===== src/rtl/load_controller_pkg.sv =====
// Shared definitions for the load controller: FSM state encoding and the
// instruction opcode set that the load path extends.
package load_controller_pkg;

    localparam int unsigned STATE_W  = 3;
    localparam int unsigned OPCODE_W = 7;

    // Opcode set; op_load is the addition for this block
    localparam logic [OPCODE_W-1:0] op_none  = 7'b0000000;
    localparam logic [OPCODE_W-1:0] op_store = 7'b0000001;
    localparam logic [OPCODE_W-1:0] op_add   = 7'b0000010;
    localparam logic [OPCODE_W-1:0] op_sub   = 7'b0000011;
    localparam logic [OPCODE_W-1:0] op_load  = 7'b0000100;

    typedef enum logic [STATE_W-1:0] {
        IDLE      = 3'd0,
        RF_READ   = 3'd1,
        DM_REQ    = 3'd2,
        DM_WAIT   = 3'd3,
        WRITEBACK = 3'd4,
        DONE      = 3'd5
    } load_state_e;

endpackage


===== src/rtl/load_controller_addr_gen.sv =====
// Effective-address adder for loads: base + offset, wrapping at 2^ADDRSIZE.
module load_addr_gen #(
    parameter int unsigned ADDRSIZE = 5
) (
    input  logic [ADDRSIZE-1:0] base,
    input  logic [ADDRSIZE-1:0] offset,
    output logic [ADDRSIZE-1:0] ea_c
);

    // Carry out of the top bit is dropped, giving the modular wrap
    always_comb begin
        ea_c = base + offset;
    end

endmodule


===== src/rtl/load_controller.sv =====
// Load controller: reads a base register, forms base+offset, reads data
// memory and writes the word back into the register file.
// Optional feature: define LOAD_CTRL_ZERO_REG_EN to suppress writes to
// register 0 (the load still walks every state).
module load_controller
    import load_controller_pkg::*;
#(
    parameter int unsigned WORDSIZE = 64,
    parameter int unsigned ADDRSIZE = 5
) (
    input  logic                clk,
    input  logic                rst,
    input  logic                start,
    input  logic [ADDRSIZE-1:0] rs1,
    input  logic [ADDRSIZE-1:0] rd,
    input  logic [ADDRSIZE-1:0] offset,
    output logic [ADDRSIZE-1:0] rf_addr,
    input  logic [WORDSIZE-1:0] rf_data,
    output logic [ADDRSIZE-1:0] dm_addr,
    output logic                dm_read,
    input  logic [WORDSIZE-1:0] dm_data,
    output logic                rf_write_en,
    output logic [ADDRSIZE-1:0] rf_write_addr,
    output logic [WORDSIZE-1:0] rf_write_data,
    output logic                busy,
    output logic                done,
    output logic [WORDSIZE-1:0] loaded_value
);

    load_state_e         state_q, state_d;
    logic [ADDRSIZE-1:0] rd_q, rd_d;
    logic [ADDRSIZE-1:0] offset_q, offset_d;
    logic [ADDRSIZE-1:0] ea_c;
    logic                write_ok_c;

    logic [ADDRSIZE-1:0] rf_addr_d, dm_addr_d, rf_write_addr_d;
    logic [WORDSIZE-1:0] rf_write_data_d, loaded_value_d;
    logic                dm_read_d, rf_write_en_d, busy_d, done_d;

    // Only the low address bits of the base register take part in addressing
    logic unused_rf_data_hi;
    assign unused_rf_data_hi = ^rf_data[WORDSIZE-1:ADDRSIZE];

    load_addr_gen #(
        .ADDRSIZE(ADDRSIZE)
    ) u_addr_gen (
        .base   (rf_data[ADDRSIZE-1:0]),
        .offset (offset_q),
        .ea_c   (ea_c)
    );

`ifdef LOAD_CTRL_ZERO_REG_EN
    assign write_ok_c = (rd_q != '0);
`else
    assign write_ok_c = 1'b1;
`endif

    // Next state and next registered outputs, keyed on the state being entered
    always_comb begin
        state_d         = state_q;
        rd_d            = rd_q;
        offset_d        = offset_q;
        loaded_value_d  = loaded_value;
        rf_addr_d       = '0;
        dm_addr_d       = '0;
        dm_read_d       = 1'b0;
        rf_write_en_d   = 1'b0;
        rf_write_addr_d = '0;
        rf_write_data_d = '0;

        case (state_q)
            IDLE: begin
                if (start) begin
                    state_d   = RF_READ;
                    rd_d      = rd;
                    offset_d  = offset;
                    rf_addr_d = rs1;
                end
            end
            RF_READ: begin
                state_d   = DM_REQ;
                dm_read_d = 1'b1;
                dm_addr_d = ea_c;
            end
            DM_REQ: begin
                state_d = DM_WAIT;
            end
            DM_WAIT: begin
                state_d        = WRITEBACK;
                loaded_value_d = dm_data;
                if (write_ok_c) begin
                    rf_write_en_d   = 1'b1;
                    rf_write_addr_d = rd_q;
                    rf_write_data_d = dm_data;
                end
            end
            WRITEBACK: begin
                state_d = DONE;
            end
            DONE: begin
                state_d = IDLE;
            end
            default: begin
                state_d = IDLE;
            end
        endcase

        busy_d = (state_d != IDLE);
        done_d = (state_d == DONE);
    end

    // State, latched operands and registered outputs with synchronous reset
    always_ff @(posedge clk) begin
        if (rst) begin
            state_q       <= IDLE;
            rd_q          <= '0;
            offset_q      <= '0;
            rf_addr       <= '0;
            dm_addr       <= '0;
            dm_read       <= 1'b0;
            rf_write_en   <= 1'b0;
            rf_write_addr <= '0;
            rf_write_data <= '0;
            busy          <= 1'b0;
            done          <= 1'b0;
            loaded_value  <= '0;
        end else begin
            state_q       <= state_d;
            rd_q          <= rd_d;
            offset_q      <= offset_d;
            rf_addr       <= rf_addr_d;
            dm_addr       <= dm_addr_d;
            dm_read       <= dm_read_d;
            rf_write_en   <= rf_write_en_d;
            rf_write_addr <= rf_write_addr_d;
            rf_write_data <= rf_write_data_d;
            busy          <= busy_d;
            done          <= done_d;
            loaded_value  <= loaded_value_d;
        end
    end

endmodule


===== config.mk =====
export PLATFORM = sky130hd
export DESIGN_NAME = load_controller
export DESIGN_NICKNAME = d
export VERILOG_FILES = /design/src/rtl/load_controller_pkg.sv /design/src/rtl/load_controller_addr_gen.sv /design/src/rtl/load_controller.sv
export SDC_FILE = /design/constraint.sdc
export NUM_CORES = 1
export LEC_CHECK = 0
export ABC_CLOCK_PERIOD_IN_PS = 2800
export CORE_MARGIN = 5
export CORE_UTILIZATION = 40
export CTS_CLUSTER_DIAMETER = 80
export DETAILED_ROUTE_END_ITERATION = 8
export GPL_ROUTABILITY_DRIVEN = 1
export PLACE_DENSITY_LB_ADDON = 0.1
export SLEW_MARGIN = 20
export SYNTH_ARGS = -nofsm -noshare
export SYNTH_HDL_FRONTEND = slang
export SYNTH_SLANG_ARGS = --single-unit

===== constraint.sdc =====
create_clock -name clk -period 2.8 [get_ports clk]
set_clock_uncertainty 0.05 [all_clocks]
set_input_delay 0.56 -clock clk [delete_from_list [all_inputs] [get_ports clk]]
set_output_delay 0.56 -clock clk [all_outputs]
set_load 0.02 [all_outputs]

==> Word level (Yosys, flattened, before mapping) <==
Index checks and enable logic that the tools add are counted.
W data, S select, Z words.
{ "word_totals": {"ff_bits": 160, "output_inout_bits": 147} }
{ "classes": {"n_eq_ne": 5, "bitwise": 4, "add_sub_neg": 1, "muxes": 4, "reduce_logical": 6} }
{ "op_table": {"columns": ["cell", "n"], "rows": [
  ["$pmux W3 S5", 1],
  ["$eq A3 B2 Y1 const B", 2],
  ["$eq A3 B3 Y1 const B", 2],
  ["$add A5 B5 Y5", 1],
  ["$not A1 Y1", 4],
  ["$reduce_or A2 Y1", 2],
  ["$eq A3 B1 Y1 const B", 1],
  ["$logic_not A3 Y1", 1],
  ["$mux W3", 1],
  ["$reduce_bool A3 Y1", 1],
  ["$reduce_or A3 Y1", 1],
  ["$mux W1", 2],
  ["$reduce_and A2 Y1", 1]
]} }

==> Logic depth before layout (Yosys ltp) <==
{ "depth": {"ltp_word": 3, "mapped_depth": 6} }

==> Hierarchy <==
Synthesis repeated with hierarchy kept, for this count alone.
{ "hier_totals": {"hier_cells": 403, "area_unflattened_um2": 5043.6} }
{ "by_module_without_submodules": {"columns": ["mod", "area_per_inst_um2", "seq_area_each_um2", "n_inst", "cells_per_inst"], "rows": [
  ["load_controller", 4888.4, 3203.1, 1, 384],
  ["load_addr_gen", 155.1, 0.0, 1, 19]
]} }

==> Worst setup path after synthesis <==
OpenSTA, ideal clock, no wires.
{ "synth_path": {"path_type": "input to register", "startpoint": "input rf_data[0]", "endpoint": "register dm_addr[4]", "path_slack_ns": 1.092, "cell_stages": 6, "path_buffers": 0, "arrival_time_ns": 1.586, "cell_sequence": "ha_1 inv_1 fa_1 nand2b_1 a21oi_1 mux2i_1"} }
{ "synth_via": {"elab_chain_cells": 1} }
{ "synth_lines": {"columns": ["item", "line", "rtl"], "rows": [
  ["start, declared", "load_controller.sv:18", "input logic [WORDSIZE-1:0] rf_data,"],
  ["$add A5 B5 Y5", "load_controller_addr_gen.sv:12", "ea_c = base + offset;"],
  ["end signal, assigned", "load_controller.sv:132", "dm_addr <= dm_addr_d;"],
  ["end, declared", "load_controller.sv:19", "output logic [ADDRSIZE-1:0] dm_addr,"]
]} }
Every way passes these cells.
A chain may end at the register's enable or synchronous reset.

==> Worst setup path after layout <==
{ "layout_path": {"startpoint": "register loaded_value[12]", "endpoint": "output loaded_value[12]"} }
{ "layout_lines": {"columns": ["item", "line", "rtl"], "rows": [
  ["start, declared", "load_controller.sv:27", "output logic [WORDSIZE-1:0] loaded_value"],
  ["start signal, assigned", "load_controller.sv:139", "loaded_value <= loaded_value_d;"]
]} }
No word-level cell between the ends.

==> results.py <==
metrics = {
    "routing": {
        "drt_first_iter_violations": 139,
        "ant_nets": 0,
        "drc_errors": 0,
        "vias": 3543,
        "dr.pass1.iters": 4,
        "wirelength_um": 12180,
        "wire_per_inst_um": 15.08,
        "viasPerCell": 4.385,
    },
    "global_route": {
        "grt_pass1_vias": 3539,
        "grt_max_degree": 72,
        "antenna_found_initial": 0,
        "grt.total_usage": 0.1674,
        "grt_pass1_wl_um": 18620,
        "overflow": 0,
    },
    "logic_synthesis": {
        "yosys_warnings": 0,
        "ys.flop_type": "dfxtp_1",
        "syn_area_um2": 4927,
        "synth_compound_area_frac": 0.1158,
        "synthCells": 392,
        "synth_nets": 543,
        "netlist_top_cells_area": "dfxtp_1, a21o_1, and2_2",
        "synth_simple_gate_area_frac": 0.1671,
        "synth_common_cells": "dfxtp_1, a21o_1, and2_2, and2_4, nand2_1",
        "synthArstFlopShare": 0,
        "synth_cell_types": 34,
        "synth_top_family_by_area": "simple AND/OR/NAND/NOR gates",
        "postSynthAreaPerCell_um2": 12.57,
        "synth-seq-area-share": 0.6501,
        "synth.most_common_cell": "dfxtp_1",
        "synth_edf_count": 0,
        "synth_fa_ha_area_frac": 0.01422,
        "synth_seq_cells": 160,
        "yosys.area.top_type": "dfxtp_1",
        "synth_top_area_frac": 0.6501,
        "synth-xor-area-share": 0.005333,
        "synthMuxAreaShare": 0.002031,
    },
    "worst_setup_path": {
        "cp_max_fo": 2,
        "startpoint_type": "flop",
        "crit_arrival_ns": 1.38,
        "path_cells": "clkdlybuf4s50_1",
        "crit_path_start": "loaded_value[12]",
        "r2r_cells": 4,
        "crit_type": "reg2out",
        "critPathCapture": "loaded_value[12]",
        "r2r-start": "state_q[0]",
        "cp_num_buf_inv": 1,
        "cp_top_family": "buffers and inverters",
        "cp.depth": 1,
        "reg2reg_slack_ns": 1.02,
        "critical_path_required_ns": 2.19,
        "slowest_stage": "clkdlybuf4s50_1",
        "worstReg2RegEnd": "loaded_value[29]",
        "crit_path_end_kind": "output port",
        "max_stage_delay_ns": 0.64,
    },
    "sta": {
        "worstMarginPinSlew_ns": 0.5212,
        "max_freq_ghz": 0.5021,
        "finalHoldViolations": 0,
        "finalSetupViolCount": 0,
        "finalCritPeriodShare": 0.7113,
        "drv_slew": 0,
        "fin_tns_setup_ns": 0,
        "rsz0062_at_grt": "no",
        "post-route-min-period_ns": 1.992,
        "relSlewSlack": 0.6511,
    },
    "finish": {
        "drive_above_1_share": 0.1641,
        "multi_input_comb_area_um2": 1524,
        "diodes": 0,
        "fin_util": 0.6640,
        "seq_area_um2": 3203,
        "syn_to_final_growth_pct": 62.54,
        "fill_cells": 941,
        "num-nets-final": 779,
    },
    "floorplan": {
        "start_util": 0.4085,
        "die_area_um2": 14640,
        "rows": 40,
        "ios": 293,
        "die_w_um": 121.0,
        "fp.coreArea_um2": 12060,
        "fp.dieH_um": 121.0,
    },
    "pwr": {
        "p_leak_nw": 3.653,
        "power_w": 0.005436,
        "pwr-share-comb": 0.083,
        "pwr-share-seq": 0.439,
        "power_switching_w": 0.001095,
        "peakVddDrop_mv": 0.3879,
        "power.internal_w": 0.004340,
        "pwr_density_cell_nw_per_um2": 678.7,
        "p_sw_frac": 0.2015,
        "p_clk_frac": 0.478,
    },
    "cts": {
        "cts_tree": "built",
        "htree_levels": 4,
        "cts_buffer_depth": 2,
        "cts.reportedPaths.clkPinSlew_ns": 0.06,
        "cts-root-buf": "clkbuf_16",
        "cts_setup_buffers": 0,
        "clock-sinks": 160,
        "clk_latency_ns": 0.41,
        "postCtsHoldBufs": 0,
        "cts_buffers": 17,
        "cts_resized": 0,
    },
    "flow_run": {
        "maxCapViolations": 0,
    },
    "placed_design": {
        "dp.final_hpwl_um": 8933,
        "gp_congestion": 0.7377,
        "io_buffers": 233,
    },
    "status": {
        "outcome": "complete, no violations",
    },
    "min_path": {
        "hold_path_class": "reg2reg",
        "min_from": "loaded_value[27]",
    },
}
[power by group through the flow]
stage	clock network, W	registers [W]	logic (W)
after floorplan	0	0.00248	0.000165
after global placement	0	0.00243	0.000449
after detailed placement	0	0.00244	0.000455
after CTS	0.00266	0.00239	0.000459
after global routing	0.00278	0.00239	0.000486
final	0.00260	0.00239	0.000452
[placed cells by master, fill, tap and decap left out, drive strengths merged]
master           n
a2111oi          1
a211o            1
a21o            64
a21oi           12
a31oi            1
and2            75
buf              4
bufinv           6
clkbuf          21
clkdlybuf4s50  233
clkinv           4
clkinvlp         1
dfxtp          160
fa               1
ha               4
inv              4
mux2i            1
nand2           22
nand2b           2
nand3            1
nand4            1
nor2             6
nor3             4
nor4             2
nor4b            1
nor4bb           1
or2              1
or3b             1
or4b             2
xnor2            1
xor2             2
[worst reg2reg max path, delay by kind of cell (launching register included)]
family	cells	cell delay (ns)
flops	1	0.61
compound gates	1	0.08
simple gates	2	0.66
buf+inv	1	0.32
[metrics by stage]
stage / hold WS [ns] / instances / cell area, um2 / setup WS (ns)
floorplan: 0.3796 / 392 / 4927 / 1.092
global placement: 0.3825 / 777 / 7332 / 0.4715
detailed placement: 0.3877 / 777 / 7332 / 0.4589
CTS: 0.4023 / 808 / 8009 / 0.7594
global route: 0.4138 / 808 / 8009 / 0.7496
finish: 0.3967 / 808 / 8009 / 0.8084
[cell families after synthesis]
group           count (synthesis)
xor+xnor                        3
fa+ha+maj                       5
buf+inv                        25
compound gates                 79
flops                         160
simple gates                  119
mux                             1
[how the worst min path moves through the flow]
stage                                   to  cells past startpoint
final                     loaded_value[27]                      1
after global routing      loaded_value[52]                      1
after CTS                 loaded_value[27]                      1
after detailed placement  loaded_value[11]                      1
after global placement    loaded_value[27]                      1
after floorplan           rf_write_addr[0]                      1
[layout make-up]
cell class	count	area share
sequential	160	0.3999
timing repair buffer	237	0.2965
multi-input combinational	207	0.1903
clock buffer	21	0.05874
tap	168	0.02625
clock inverter	10	0.02578
inverter	5	0.002500
[state kept, by name (all words and copies together), names as in the netlist]
register       flops
rf_write_addr      5
rf_addr            5
rf_write_data     64
done               1
state_q            3
rf_write_en        1
dm_read            1
offset_q           5
rd_q               5
dm_addr            5
loaded_value      64
busy               1
[routing by layer]
layer | vias to the layer above | share of wire | track usage | routed length, um
met2 | 142 | 0.50 | 0.2810 | 6036
met5 | - | 0 | 0 | 0
met3 | 27 | 0.087 | 0.06434 | 1066
li1 | 1754 | - | - | -
met1 | 1620 | 0.38 | 0.1801 | 4682
met4 | 0 | 0.033 | 0.09419 | 399
(Power assumes the default switching activity.)
